File: src/rtl/video_timing_pkg.sv
`default_nettype none
// ============================================================================
//  Module      : video_timing_pkg
//  Description : Shared widths and timing constants for the pixel counters.
//  Revision    : 1.0  initial release
// ============================================================================
package video_timing_pkg;

    // Default width of every count and total bus.
    localparam int unsigned CNT_W_DEF = 12;

    // Smallest usable limit; a programmed total of zero behaves as this.
    localparam int unsigned MIN_LIMIT = 1;

    // Example timing used when bringing a board up without a mode table.
    localparam int unsigned H_TOTAL_BRINGUP = 10;
    localparam int unsigned V_TOTAL_BRINGUP = 5;

endpackage : video_timing_pkg
`default_nettype wire

File: src/rtl/pixel_counters_if.sv
`default_nettype none
// ============================================================================
//  Module      : pixel_counters_if
//  Description : Totals in, counts and start strobes out, for the pixel
//                counter block. The master side programs the totals and
//                consumes the counts; the slave side is the counter itself.
//  Revision    : 1.0  initial release
// ============================================================================
interface pixel_counters_if
    import video_timing_pkg::*;
#(
    parameter int CNT_W = CNT_W_DEF
);

    logic [CNT_W-1:0] h_total;
    logic [CNT_W-1:0] v_total;
    logic [CNT_W-1:0] h_count;
    logic [CNT_W-1:0] v_count;
    logic             line_start;
    logic             frame_start;

    modport master (
        output h_total,
        output v_total,
        input  h_count,
        input  v_count,
        input  line_start,
        input  frame_start
    );

    modport slave (
        input  h_total,
        input  v_total,
        output h_count,
        output v_count,
        output line_start,
        output frame_start
    );

endinterface : pixel_counters_if
`default_nettype wire

File: src/rtl/wrap_counter.sv
`default_nettype none
// ============================================================================
//  Module      : wrap_counter
//  Description : Enabled up-counter that returns to zero after limit-1.
//                The terminal test is ">=" so a count left above the limit
//                (limit shrunk while the count sat high) still wraps on the
//                next enabled edge instead of running up to the top value.
//                i_limit must be at least 1.
//  Revision    : 1.0  initial release
// ============================================================================
module wrap_counter #(
    parameter int CNT_W = 12
) (
    input  wire              clk,
    input  wire              rst,
    input  wire              i_en,
    input  wire  [CNT_W-1:0] i_limit,
    output logic [CNT_W-1:0] o_count,
    output logic             o_wrap
);

    logic [CNT_W-1:0] r_count;
    logic [CNT_W-1:0] w_last;
    logic             w_at_last;

    // Terminal-count decode; i_limit >= 1 so the subtraction cannot underflow.
    always_comb begin
        w_last    = i_limit - CNT_W'(1);
        w_at_last = (r_count >= w_last);
    end

    // Count register: clear on reset, step or wrap when enabled.
    always_ff @(posedge clk) begin
        if (rst) begin
            r_count <= '0;
        end else if (i_en) begin
            if (w_at_last) begin
                r_count <= '0;
            end else begin
                r_count <= r_count + CNT_W'(1);
            end
        end
    end

    assign o_count = r_count;
    assign o_wrap  = i_en & w_at_last;

endmodule : wrap_counter
`default_nettype wire

File: src/rtl/pixel_counters.sv
`default_nettype none
// ============================================================================
//  Module      : pixel_counters
//  Description : Horizontal/vertical raster counters. Totals are captured in
//                shadow registers during reset and at the end of every frame,
//                so reprogramming mid-frame only takes effect from the next
//                frame. line_start/frame_start decode the count registers and
//                are held low while reset is asserted. The reset input is
//                active-high even though it carries an _n suffix.
//  Revision    : 1.0  initial release
// ============================================================================
module pixel_counters
    import video_timing_pkg::*;
#(
    parameter int CNT_W = CNT_W_DEF
) (
    input  wire              pixel_clk,
    input  wire              rst_n,
    pixel_counters_if.slave  bus
);

    logic [CNT_W-1:0] r_h_tot_q;
    logic [CNT_W-1:0] r_v_tot_q;
    logic [CNT_W-1:0] w_h_lim;
    logic [CNT_W-1:0] w_v_lim;
    logic [CNT_W-1:0] w_h_count;
    logic [CNT_W-1:0] w_v_count;
    logic             w_h_wrap;
    logic             w_v_wrap;
    logic             w_frame_wrap;

    // Shadow totals: follow the inputs during reset, then latch at frame end.
    always_ff @(posedge pixel_clk) begin
        if (rst_n || w_frame_wrap) begin
            r_h_tot_q <= bus.h_total;
            r_v_tot_q <= bus.v_total;
        end
    end

    // Effective limits: a zero total behaves as a one-pixel / one-line raster.
    always_comb begin
        w_h_lim = (r_h_tot_q == '0) ? CNT_W'(MIN_LIMIT) : r_h_tot_q;
        w_v_lim = (r_v_tot_q == '0) ? CNT_W'(MIN_LIMIT) : r_v_tot_q;
    end

    // Pixel counter runs every cycle.
    wrap_counter #(
        .CNT_W   (CNT_W)
    ) u_h_cnt (
        .clk     (pixel_clk),
        .rst     (rst_n),
        .i_en    (1'b1),
        .i_limit (w_h_lim),
        .o_count (w_h_count),
        .o_wrap  (w_h_wrap)
    );

    // Line counter advances once per completed line.
    wrap_counter #(
        .CNT_W   (CNT_W)
    ) u_v_cnt (
        .clk     (pixel_clk),
        .rst     (rst_n),
        .i_en    (w_h_wrap),
        .i_limit (w_v_lim),
        .o_count (w_v_count),
        .o_wrap  (w_v_wrap)
    );

    // Last pixel of the last line: the edge that returns the raster to (0,0).
    assign w_frame_wrap = w_h_wrap & w_v_wrap;

    // Start strobes decoded from the count registers, masked during reset.
    always_comb begin
        bus.line_start  = 1'b0;
        bus.frame_start = 1'b0;
        if (!rst_n) begin
            bus.line_start  = (w_h_count == '0);
            bus.frame_start = (w_h_count == '0) && (w_v_count == '0);
        end
    end

    assign bus.h_count = w_h_count;
    assign bus.v_count = w_v_count;

endmodule : pixel_counters
`default_nettype wire

File: src/flat_wrapper.sv
// flat-port wrapper written by rule: the top's interface ports become plain ports
module pixel_counters_flat import video_timing_pkg::*;
#(
    parameter int CNT_W = CNT_W_DEF
)
  (pixel_clk, rst_n, bus_h_total, bus_v_total, bus_h_count, bus_v_count, bus_line_start, bus_frame_start);
  pixel_counters_if #(.CNT_W(CNT_W)) bus_i ();
  input  wire pixel_clk;
  input  wire rst_n;
  input wire logic [$bits(bus_i.h_total)-1:0] bus_h_total;
  input wire logic [$bits(bus_i.v_total)-1:0] bus_v_total;
  output wire logic [$bits(bus_i.h_count)-1:0] bus_h_count;
  output wire logic [$bits(bus_i.v_count)-1:0] bus_v_count;
  output wire logic [$bits(bus_i.line_start)-1:0] bus_line_start;
  output wire logic [$bits(bus_i.frame_start)-1:0] bus_frame_start;
  assign bus_i.h_total = bus_h_total;
  assign bus_i.v_total = bus_v_total;
  assign bus_h_count = bus_i.h_count;
  assign bus_v_count = bus_i.v_count;
  assign bus_line_start = bus_i.line_start;
  assign bus_frame_start = bus_i.frame_start;
  pixel_counters #(.CNT_W(CNT_W)) u_core (.pixel_clk(pixel_clk), .rst_n(rst_n), .bus(bus_i));
endmodule
File: config.mk
export PLATFORM = sky130hd
export DESIGN_NAME = pixel_counters_flat
export DESIGN_NICKNAME = d
export VERILOG_FILES = /design/src/rtl/video_timing_pkg.sv /design/src/rtl/pixel_counters_if.sv /design/src/rtl/wrap_counter.sv /design/src/rtl/pixel_counters.sv /design/src/flat_wrapper.sv
export SDC_FILE = /design/constraint.sdc
export NUM_CORES = 1
export LEC_CHECK = 0
export ABC_AREA = 1
export BUFFER_PORTS_ARGS = -buffer_cell sky130_fd_sc_hd__buf_2
export CORE_MARGIN = 2
export CORE_UTILIZATION = 52
export DETAILED_ROUTE_END_ITERATION = 12
export GPL_TIMING_DRIVEN = 0
export PLACE_DENSITY = 0.87
export SLEW_MARGIN = 5
export SYNTH_ARGS = -nofsm -noshare
export SYNTH_HDL_FRONTEND = slang
export SYNTH_HIERARCHICAL = 1
export SYNTH_SLANG_ARGS = --single-unit
export TNS_END_PERCENT = 20
File: constraint.sdc
create_clock -name pixel_clk -period 3.51 [get_ports pixel_clk]
set_input_delay 0.702 -clock pixel_clk [delete_from_list [all_inputs] [get_ports pixel_clk]]
set_output_delay 0.702 -clock pixel_clk [all_outputs]
set_load 0.005 [all_outputs]
Word level (Yosys, flattened, before mapping). Cells that the tools add are included.

Add/subtract/negate cells: 4. Magnitude comparators: 2. Multiplexer cells: 5. Bitwise logic cells: 2. Reductions and logical operators: 7.

Operator list (number): zero test 12 bit (4); 2-to-1 mux 12 bit (3); adder 12 x 1 -> 12 bit, second input constant (2); >= comparator 12 bit (2); subtractor 12 x 1 -> 12 bit, second input constant (2); bitwise AND 1 bit (2); 2-to-1 mux 1 bit (2); OR reduction 2 bit (1); logical AND 1 bit (1); logical OR 1 bit (1).

Register bits: 48. Bits of input ports: 26. Output and inout port bits: 26. Word-level logic and storage cells: 24.

Logic depth before layout (Yosys ltp). Gate-level depths: netlist (run 1).

Word-level depth: 7. Mapped depth: 27. Mapped depth without buffers: 26.

By module. Netlist (run 1), hierarchy kept.

By module, submodules not included: wrap_counter (times used 2, cells each 158, area each 1127.3 um2, sequential area each 240.2 um2); pixel_counters (times used 1, cells each 100, area each 1022.2 um2, sequential area each 720.7 um2).

Worst setup path after synthesis (run 1). OpenSTA, ideal clock, no wires.

Kind: reg-to-reg. From: register u_core.r_h_tot_q[8]. To: register u_core.r_h_tot_q[0] (enable). Setup time: 380 ps. Arrival time: 2899 ps. Required time: 3130 ps. Slack: 232 ps. Stages on the path, launching flop included: 23. Path buffers: 1. Clock period less this slack: 3278 ps. Cells stage by stage: edfxtp_1 nor2_1 and2_0 nand2_1 nand2_1 inv_1 nand3_1 nor3_2 nand2_1 xnor2_1 inv_1 ha_1 nand2_1 nor2_1 and2_1 nand2_1 nand3_1 nand2_2 inv_1 buf_4 nand2_2 inv_1 a21o_1.

Word-level cells in the longest chain between the ends: 7.

Ends and longest elaborated chain: start, declared (RTL line pixel_counters.sv:22) `logic [CNT_W-1:0] r_h_tot_q;`; start signal, assigned (RTL line pixel_counters.sv:35) `r_h_tot_q <= bus.h_total;`; zero test 12 bit (RTL line pixel_counters.sv:42) `w_h_lim = (r_h_tot_q == '0) ? CNT_W'(MIN_LIMIT) : r_h_tot_q;`; 2-to-1 mux 12 bit (RTL line pixel_counters.sv:42); via u_core.w_h_lim[0] (RTL line pixel_counters.sv:24) `logic [CNT_W-1:0] w_h_lim;`; subtractor 12 x 1 -> 12 bit (RTL line wrap_counter.sv:28) `w_last = i_limit - CNT_W'(1);`; >= comparator 12 bit (RTL line wrap_counter.sv:29) `w_at_last = (r_count >= w_last);`; via u_core.w_h_wrap (RTL line pixel_counters.sv:28) `logic w_h_wrap;`; bitwise AND 1 bit (RTL line wrap_counter.sv:46) `assign o_wrap = i_en & w_at_last;`; via u_core.w_v_wrap (RTL line pixel_counters.sv:29) `logic w_v_wrap;`; bitwise AND 1 bit (RTL line pixel_counters.sv:71) `assign w_frame_wrap = w_h_wrap & w_v_wrap;`; logical OR 1 bit (RTL line pixel_counters.sv:34) `if (rst_n || w_frame_wrap) begin`.

The timed path passes the listed nets, and every way through them passes these cells. A chain may end at the register's enable or synchronous reset.

Final worst setup path (run 1).
From: register u_core.r_h_tot_q[8]. To: register u_core.r_v_tot_q[9] (enable).

Word-level cells in the longest chain between the ends: 7.

Ends and longest elaborated chain: zero test 12 bit (RTL line pixel_counters.sv:42); 2-to-1 mux 12 bit (RTL line pixel_counters.sv:42); via u_core.w_h_lim[0] (RTL line pixel_counters.sv:24); subtractor 12 x 1 -> 12 bit (RTL line wrap_counter.sv:28); >= comparator 12 bit (RTL line wrap_counter.sv:29); via u_core.w_h_wrap (RTL line pixel_counters.sv:28); bitwise AND 1 bit (RTL line wrap_counter.sv:46); via u_core.w_v_wrap (RTL line pixel_counters.sv:29); bitwise AND 1 bit (RTL line pixel_counters.sv:71); logical OR 1 bit (RTL line pixel_counters.sv:34); end signal, assigned (RTL line pixel_counters.sv:36) `r_v_tot_q <= bus.v_total;`; end, declared (RTL line pixel_counters.sv:23) `logic [CNT_W-1:0] r_v_tot_q;`.

The timed path passes the listed nets, and every way through them passes these cells.

==> impl_results.md, run 1 <==
* Number of diodes at 0
* CP Launch Type: register
* Gp weighted congestion at 0.810
* Die width at 83.4 um
* Min Tclk post-route at 3.25 ns
* Total power draw at 0.00113 W
* Leakage power at approximately 1.7 nW
* Mux share of post-synthesis cell area at 0.00611
* Largest net degree at the start of global routing at 25
* Die Y at 83.4 um
* IO Count at 52
* Routed WL per cell at 11.4 um
* Register area share after synthesis at 0.367
* Synth Area in XOR/XNOR at 0.0855
* Largest cells by area after synthesis: edfxtp_1, dfxtp_1, ha_1, nand2_1, nor2_1
* Slowest cell on crit path: edfxtp_1
* Worst clock skew at 0.00833 ns
* Finished Layout Cells at ~550
* Average cell area after synthesis at 7.88 um2
* CTS root buffer: clkbuf_8
* H-tree depth at 2
* Dpl ws at -0.260 ns
* Cell area after synthesis at 0.00328 mm2
* Hold_buf cts at 0
* Final Hold Fails at 0
* Pwr/cell area at 301 mW/mm2
* WP data arrival at 3.26 ns
* Detailed-route vias per instance at 4.94
* Routed Antenna Nets at 0
* Main combinational cell family by area after synthesis: simple AND/OR/NAND/NOR gates
* Peak VDD IR at 0.000201 V
* Maxcap violations at 0
* Crit path top cell by count: nand2_1
* Critical-path cell list: nor2_1, and2_0, nand2_1, nand2_1, inv_2, nand3_2, nor3_4, nand2_1, xnor2_1, inv_1, ha_1, nand2_1, nor2_1, and2_1, nand2_1, nand3_1, nand2_2, inv_4, buf_6, nand2_2, inv_1, a21o_4
* Outcome: finished, final reports clean
* Number of flops mapped to enable cells by yosys at 24
* Predominant post-synthesis flop cell: edfxtp_1
* Clk pwr share at 0.287
* Overall Global Routing Usage at 0.175
* Iteration count of the initial detailed-routing pass at 5
* Synthesis-stage register bit count at 48
* P_sw at between 0.0002 and 0.0003 W
* Fin worst setup slack at between 0.2 and 0.3 ns
* Post-synth top area cell: edfxtp_1
* Grt ovf at 0
* Async SR Flop Fraction at 0
* # DRC at 0
* Syn_nets at 470
* Post-synthesis adder-cell area fraction at 0.107
* Area Overhead vs Synth at 14.5%
* CORE AREA at 0.00599 mm2
* Final Slew Violations at 0
* Nets@finish at 529
* DP Area at 0.00363 mm2
* Post-synthesis cell type count at 33
* FMAX at 0.308 GHz
* Biggest fanout along the worst timing path at 12
* Crit-path max cell delay at 0.35 ns
* CTS sink count at between 40 and 50
* Setup Buffers After CTS at 0
* CTS Buf Count at 5
* Yosys top cell area share at 0.220
* Layout cells sized above 1 at 0.221
* Final Core Density at 0.626
* Placement Rows at 28
* Complex-gate fraction of the synthesized area at 0.0321
* WL final at 6290 um
* Die area at 0.00695 mm2
* Part of the cycle the worst path needs at 0.926
* Clock Path Buffers at 2
* First-pass GRT wire length at slightly above 10000 um
* Initial DRC count at 134
* Initial antenna violation count at 0
* Yosys warns at 6
* Final setup viols at 0
* IO Port Bufs at just over 50
* CTS clk-pin slew, worst paths at about 0.090 ns
* Vias post-DR at 2722
* Sequential Power Share at 0.558
* Crit Path Class: register to register
* Hold WC Path Type: input pin to register
* Comb power frac at 0.156
* Placed instance count at 542
* Vias in the first global route at 2459
* Switching Fraction at 0.265
* Internal power at 0.000831 W
* Synthesized instance count at about 420
* CTS tree: done
* Worst skew pair latency at roughly 0.3 ns
* Initial Util at 0.547
* Kind of end point of the critical path: register
* Post-Layout Inst Area at between 0.003 and 0.004 mm2
* Critical Path RT at 3.51 ns
* HPWL after DPL at 4700 um
* Simple-Gate Fraction of Synth Area at 0.305
==> power groups by stage <==
stage               registers [W]  logic [W]  clock network (W)
detailed placement       0.000644   0.000170                  0
finish                   0.000631   0.000176           0.000324
global route             0.000634   0.000202           0.000351
global placement         0.000643   0.000162                  0
floorplan                0.000640   0.000127                  0
CTS                      0.000631   0.000173           0.000332
==> cells by family (layout without fill, tap and decap cells) <==
| logic type | Yosys count | count (layout) |
|---|---|---|
| AO/OA/AOI/OAI | 17 | 18 |
| XOR/XNOR | 32 | 32 |
| buffers and inverters | 74 | 133 |
| adder cells (fa/ha/maj) | 28 | 28 |
| AND/OR/NAND/NOR | 214 | 214 |
| flip-flops | 48 | 48 |
| other | 1 | 1 |
| multiplexers | 2 | 2 |
==> cell usage in the layout (no fill, tap or decap), drive strengths merged, types with 7 or more instances in the layout <==
cell type | netlist | routed
xor2 | 14 | 14
dfxtp | 24 | 24
nand3 | 16 | 16
nor2 | 93 | 93
nand2 | 83 | 83
xnor2 | 18 | 18
buf | 4 | 55
and2 | 7 | 7
clkbuf | 22 | 28
edfxtp | 24 | 24
inv | 48 | 48
ha | 28 | 28
==> state kept, by name, indices dropped and copies added (netlist names) <==
signal	flops
u_core/r_h_tot_q	12
u_core/u_v_cnt/o_count	12
u_core/r_v_tot_q	12
u_core/u_h_cnt/o_count	12
==> worst max-delay path: cells and delay by family, from the launching register on <==
kind                     cells  cell delay, ns
XOR/XNOR                     1            0.14
AND/OR/NAND/NOR             14            1.39
flip-flops                   1            0.35
AO/OA/AOI/OAI                1            0.24
buffers and inverters        5            0.53
adder cells (fa/ha/maj)      1            0.29
==> area by class of cell <==
cell class | count | area, um2
clock buffer | 6 | 72.6
multi-input combinational | 295 | 1790
sequential | 48 | 1200
timing repair buffer | 51 | 255
buffer | 26 | 141
fill | 491 | 2240
clock inverter | 2 | 11.3
inverter | 48 | 183
tap | 75 | 93.8
==> through the flow <==
stage	hold slack, ns	TNS [ns]
after floorplan	0.547	0
after global placement	0.564	-3.71
after detailed placement	0.591	-6.20
after CTS	0.559	0
after global routing	0.558	-0.00347
final	0.567	0
==> layer usage <==
layer  track usage  vias to the layer above  part of all wire
li1              -                     1412                 -
met1         0.212                     1249              0.46
met5             0                        -                 0
met4        0.0581                        0             0.014
met2         0.318                       54              0.49
met3        0.0258                        7             0.035
==> path summary, 6_finish.rpt <==
kind / start / cells after the start / slack (ns) / to
max: u_core/r_h_tot_q[8] / 22 / 0.26 / u_core/r_v_tot_q[9]
min: bus_h_total[8] / 1 / 0.57 / u_core/r_h_tot_q[8]
max reg2reg: u_core/r_h_tot_q[8] / 22 / 0.26 / u_core/r_v_tot_q[9]
min reg2reg: u_core/u_v_cnt/o_count[11] / 3 / 0.62 / u_core/u_v_cnt/o_count[11]
==> what timing repair did <==
item                                   4_1_cts  5_1_grt
setup endpoints to repair                   24       27
gates cloned                                 0        1
endpoints found under the hold margin        0        0
gates resized for setup                      2        8
pin swaps                                    0        1
==> Yosys cell counts (3+ instances only) <==
cell type	number
nand2_1	78
nor2_1	71
inv_1	45
ha_1	28
dfxtp_1	24
edfxtp_1	24
clkbuf_1	22
nor2_2	20
xnor2_1	18
xor2_1	14
nand3_1	12
nand4_1	6
a21o_1	5
a21oi_1	4
and2_1	4
nand3_2	4
nor3_2	4
and2_0	3
inv_2	3
nand2_2	3
Power figures use the tool's default switching activity.
==> inputs of run 2 (changes only) <==
--- a/config.mk
+++ b/config.mk
@@ -8,10 +8,10 @@
 export ABC_AREA = 1
 export BUFFER_PORTS_ARGS = -buffer_cell sky130_fd_sc_hd__buf_2
 export CORE_MARGIN = 2
-export CORE_UTILIZATION = 52
+export CORE_UTILIZATION = 45
 export DETAILED_ROUTE_END_ITERATION = 12
 export GPL_TIMING_DRIVEN = 0
-export PLACE_DENSITY = 0.87
+export PLACE_DENSITY = 0.78
 export SLEW_MARGIN = 5
 export SYNTH_ARGS = -nofsm -noshare
 export SYNTH_HDL_FRONTEND = slang
==> impl_results.md, run 2 (synthesized netlist as in run 1, its figures left out) <==
* Hold WC Path Type: input pin to register
* Grt ovf at 0
* Final Core Density at 0.538
* Wl on met1 at 2860 um
* Routed WL per cell at 10.9 um
* Fin worst setup slack at between 0.3 and 0.4 ns
* First-pass GRT wire length at approximately 10000 um
* Crit-path max cell delay at 0.40 ns
* DP Area at 0.00366 mm2
* Routed Antenna Nets at 0
* WL final at roughly 6300 um
* Pwr/cell area at 313 mW/mm2
* Crit Path Class: register to register
* Peak VDD IR at 0.000183 V
* Die width at approximately 89 um
* # fillers at between 600 and 700
* CTS root buffer: clkbuf_8
* Initial antenna violation count at 0
* HPWL after DPL at 4710 um
* Commonest cells after routing, fill and taps aside: nand2_1, nor2_1, buf_2, inv_1, ha_1
* Final Slew Violations at 0
* Nets@finish at 531
* Most common cell after layout, fill and taps aside: nand2_1
* Setup Buffers After CTS at 0
* Clock Path Buffers at 2
* H-tree depth at 2
* Hold_buf cts at 0
* Post-Layout Inst Area at 0.00384 mm2
* Total power draw at ~0.0012 W
* Part of the cycle the worst path needs at 0.905
* Area Overhead vs Synth at 17.2%
* CTS tree: done
* Iteration count of the initial detailed-routing pass at 4
* Crit path top cell by count: nand2_1
* Worst skew pair latency at roughly 0.30 ns
* Wire length on met2 at around 3100 um
* Metal3 WL at roughly 230 um
* Overall Global Routing Usage at 0.156
* Die Y at 89.3 um
* Leakage power at roughly 1.7 nW
* CP Buf/Inv Count at 5
* Worst clock skew at 0.00801 ns
* Largest net degree at the start of global routing at 25
* Min Tclk post-route at roughly 3.2 ns
* Number of diodes at 0
* CORE AREA at 0.00714 mm2
* RSZ-0062 raised after global routing: false
* Maxcap violations at 0
* Vias in the first global route at 2424
* Layout cells sized above 1 at 0.230
* Initial Util at 0.459
* Vias post-DR at 2725
* Hold_ws at approximately 0.57 ns
* Gp weighted congestion at slightly below 0.9
* Biggest fanout along the worst timing path at 7
* Die area at between 0.007 and 0.008 mm2
* WP data arrival at between 3 and 4 ns
* Dpl ws at -0.256 ns
* Detailed-route vias per instance at 4.72
* Outcome: finished, final reports clean
* Critical Path RT at 3.72 ns
* Crit-path leading delay family: simple AND/OR/NAND/NOR gates
* CP Launch Type: register
* Kind of end point of the critical path: register
* Final setup viols at 0
* IO Port Bufs at 51
* Initial DRC count at 102
* Placement Rows at 31
* IO Count at 52
* # DRC at 0
* Slowest cell on crit path: edfxtp_1
* CTS Buf Count at 5
* CTS clk-pin slew, worst paths at 0.09 ns
* CTS sink count at 48
* FMAX at about 0.31 GHz
* Highest layer used for signal routing: met4
* Final Hold Fails at 0
-- run 2: path summary, 6_finish.rpt --
| path | start | endpoint | slack [ns] | cells past startpoint |
|---|---|---|---|---|
| worst max-delay path | u_core/r_h_tot_q[4] | u_core/u_v_cnt/o_count[9] | 0.33 | 26 |
| worst min-delay path | bus_v_total[3] | u_core/r_v_tot_q[3] | 0.57 | 1 |
| worst max register to register | u_core/r_h_tot_q[4] | u_core/u_v_cnt/o_count[9] | 0.33 | 26 |
| worst min register to register | u_core/u_v_cnt/o_count[11] | u_core/u_v_cnt/o_count[11] | 0.60 | 3 |
-- run 2: layer usage --
metal,GRT usage,vias up
li1,-,1425
met1,0.190,1234
met2,0.276,55
met3,0.0314,11
met4,0.0502,0
met5,0,-
-- run 2: power by group --
part	switching (W)	internal [W]	leakage, nW
Sequential	0.0000157	0.000615	0.429
Combinational	0.0000984	0.0000784	1.24
Clock	0.000184	0.000211	0.0541
Total	0.000298	0.000904	1.72
-- run 2: worst register-to-register path, cell delays in order (launching register included) --
cell	delay, ns
edfxtp_1	0.40
nor2_1	0.11
nand2_1	0.06
nor2_1	0.09
nand2_1	0.05
nand2_1	0.06
inv_2	0.06
ha_1	0.24
nand4_1	0.12
xnor2_1	0.12
inv_1	0.07
ha_1	0.27
nand2_1	0.07
nor2_1	0.15
and2_1	0.14
nand2_1	0.05
nand3_1	0.07
nand2_2	0.09
inv_4	0.11
buf_6	0.15
inv_2	0.06
nor3_2	0.17
nand2_1	0.11
nor2_1	0.10
nand2_1	0.05
nand2_1	0.08
nor2_2	0.04
-- run 2: timing repair --
item                       in CTS  in global routing
gates resized for setup         2                 11
setup endpoints to repair      24                 30
pin swaps                       0                  2
gates cloned                    0                  3
-- run 2: area by class of cell --
cell class                 instances  area (um2)  share of cell area
sequential                        48        1200               0.313
clock buffer                       5        68.8              0.0179
multi-input combinational        297        1820               0.475
clock inverter                     3        42.5              0.0111
inverter                          48         183              0.0476
tap                               99         124              0.0323
buffer                            26         141              0.0368
timing repair buffer              51         255              0.0665
-- run 2: through the flow --
step / cells / TNS (ns)
global placement: 566 / -4.36
finish: 577 / 0
detailed placement: 566 / -6.13
floorplan: 416 / 0
CTS: 574 / 0
global route: 577 / 0
==> inputs of run 3 (changes only) <==
--- a/config.mk
+++ b/config.mk
@@ -8,10 +8,11 @@
 export ABC_AREA = 1
 export BUFFER_PORTS_ARGS = -buffer_cell sky130_fd_sc_hd__buf_2
 export CORE_MARGIN = 2
-export CORE_UTILIZATION = 45
+export CORE_UTILIZATION = 49
+export CTS_CLUSTER_DIAMETER = 80
 export DETAILED_ROUTE_END_ITERATION = 12
 export GPL_TIMING_DRIVEN = 0
-export PLACE_DENSITY = 0.78
+export PLACE_DENSITY = 0.83
 export SLEW_MARGIN = 5
 export SYNTH_ARGS = -nofsm -noshare
 export SYNTH_HDL_FRONTEND = slang
==> impl_results.md, run 3 (synthesized netlist as in run 1, its figures left out) <==
* Outcome: finished, final reports clean
* Fin Setup TNS at 0 ns
* Maxcap violations at 0
* Routed WL per cell at 11.4 um
* Vias in the first global route at about 2.4k
* Initial DRC count at 119
* Critical Path RT at 3.72 ns
* Clock Path Buffers at 2
* Die Y at 85.8 um
* Crit path top cell by count: nand2_1
* R2R Setup Slk at 0.31 ns
* R2R cell count at 26
* CTS sink count at 48
* Crit-path max cell delay at 0.35 ns
* Crit-path leading delay family: simple AND/OR/NAND/NOR gates
* Kind of end point of the critical path: register
* Gp weighted congestion at approximately 0.84
* Routed Antenna Nets at 0
* FMAX at 0.312 GHz
* Initial antenna violation count at 0
* CP Buf/Inv Count at 5
* Largest net degree at the start of global routing at 25
* Final setup viols at 0
* Most common cell after layout, fill and taps aside: nand2_1
* Area Overhead vs Synth at 16.8%
* Die width at 85.8 um
* Global-route track usage on met1 at 0.203
* Total power draw at 0.00120 W
* Slowest cell on crit path: edfxtp_1
* Detailed-route vias per instance at 4.93
* CTS clk-pin slew, worst paths at about 0.090 ns
* Nets@finish at 534
* Die area at 0.00736 mm2
* # fillers at 541
* Placement Rows at 29
* Worst skew pair latency at 0.29 ns
* Min Tclk post-route at 3.20 ns
* CTS root buffer: clkbuf_8
* RSZ-0062 raised after global routing: false
* Iteration count of the initial detailed-routing pass at 6
* Area of the multi-input gates at 0.00182 mm2
* CP Launch Type: register
* Hold Path Cell Cnt at 1
* Peak VDD IR at 0.000194 V
* Layout cells sized above 1 at 0.231
* Grt ovf at 0
* Pwr/cell area at 314 mW/mm2
* Biggest fanout along the worst timing path at 7
* CTS tree: done
* IO Port Bufs at 51
* Hold WC Path Type: input pin to register
* Vias post-DR at roughly 2.8k
* Final Slew Violations at 0
* Reg2reg end: u_core/u_v_cnt/o_count[9]
* Initial Util at 0.510
* # DRC at 0
* Reg-to-Reg Start: u_core/r_h_tot_q[8]
* HPWL after DPL at 4840 um
* IO Count at 52
* Met2 Use GR at 0.301
* GRT Max-Usage Layer: met2
* Crit Path Class: register to register
* H-tree depth at 2
* Final Hold Fails at 0
* Part of the cycle the worst path needs at 0.913
* Storage cell area at 0.00120 mm2
* Overall Global Routing Usage at 0.168
* WL final at 6360 um
* Number of diodes at 0
* Final Core Density at 0.596
* Worst clock skew at 0.00816 ns
* First-pass GRT wire length at 10100 um
* Min-Delay Startpoint: bus_v_total[3]
* Commonest cells after routing, fill and taps aside: nand2_1, nor2_1, buf_2, inv_1, ha_1
* CTS Buf Count at 5
* Worst Hold Path EP: u_core/r_v_tot_q[3]
* WP data arrival at 3.41 ns
* Leakage power at 1.74 nW
* M3 GR Usage at 0.0308
* CORE AREA at ~0.0064 mm2
==> run 3: worst max path at each step <==
stage                              start                        end  cells past startpoint
floorplan            u_core/r_h_tot_q[8]        u_core/r_h_tot_q[0]                     22
global placement     u_core/r_h_tot_q[8]        u_core/r_h_tot_q[2]                     22
detailed placement  u_core/r_h_tot_q[10]        u_core/r_h_tot_q[1]                     22
CTS                 u_core/r_h_tot_q[10]        u_core/r_v_tot_q[2]                     22
global route         u_core/r_h_tot_q[8]  u_core/u_v_cnt/o_count[9]                     26
finish               u_core/r_h_tot_q[8]  u_core/u_v_cnt/o_count[9]                     26
==> run 3: final cells by class <==
class / instances / area share
tap: 77 / 0.0252
clock inverter: 2 / 0.00915
buffer: 26 / 0.0369
clock buffer: 6 / 0.0190
multi-input combinational: 297 / 0.476
sequential: 48 / 0.314
inverter: 48 / 0.0477
timing repair buffer: 54 / 0.0725
==> run 3: per-stage QoR <==
step | hold WS [ns] | instances | cell area [um2] | setup WS [ns]
finish | 0.573 | 558 | 3830 | 0.306
global route | 0.562 | 558 | 3830 | 0.0513
CTS | 0.562 | 552 | 3740 | 0.161
detailed placement | 0.578 | 544 | 3630 | -0.265
global placement | 0.563 | 544 | 3630 | -0.165
floorplan | 0.547 | 416 | 3280 | 0.232
==> run 3: metal layers <==
metal,share of wire,up-vias
li1,-,1428
met1,0.45,1254
met2,0.50,62
met3,0.040,6
met4,0.010,0
met5,0,-
==> run 3: report_power, final <==
part           switching [W]  internal, W
Clock               0.000179     0.000211
Combinational       0.000100    0.0000798
Sequential         0.0000153     0.000615
==> run 3: what timing repair did <==
item,in CTS,in global routing
hold buffers,0,0
buffers inserted,0,3
gates cloned,0,3
gates resized for setup,2,10
endpoints found under the setup margin,24,29
pin swaps,0,4
==> run 3: worst register-to-register path, stage by stage, from the launching register on <==
cell	delay, ns
edfxtp_1	0.35
nor2_1	0.04
and2_0	0.14
nand2_1	0.06
nand2_1	0.06
inv_2	0.08
nand3_2	0.12
nor3_4	0.21
nand2_1	0.09
xnor2_1	0.17
inv_1	0.08
ha_1	0.31
nand2_1	0.08
nor2_1	0.14
and2_1	0.14
nand2_1	0.05
nand3_1	0.08
nand2_2	0.09
inv_4	0.06
buf_6	0.12
inv_2	0.06
nor3_2	0.16
nand2_1	0.11
nor2_1	0.12
nand2_1	0.06
nand2_1	0.09
nor2_2	0.04
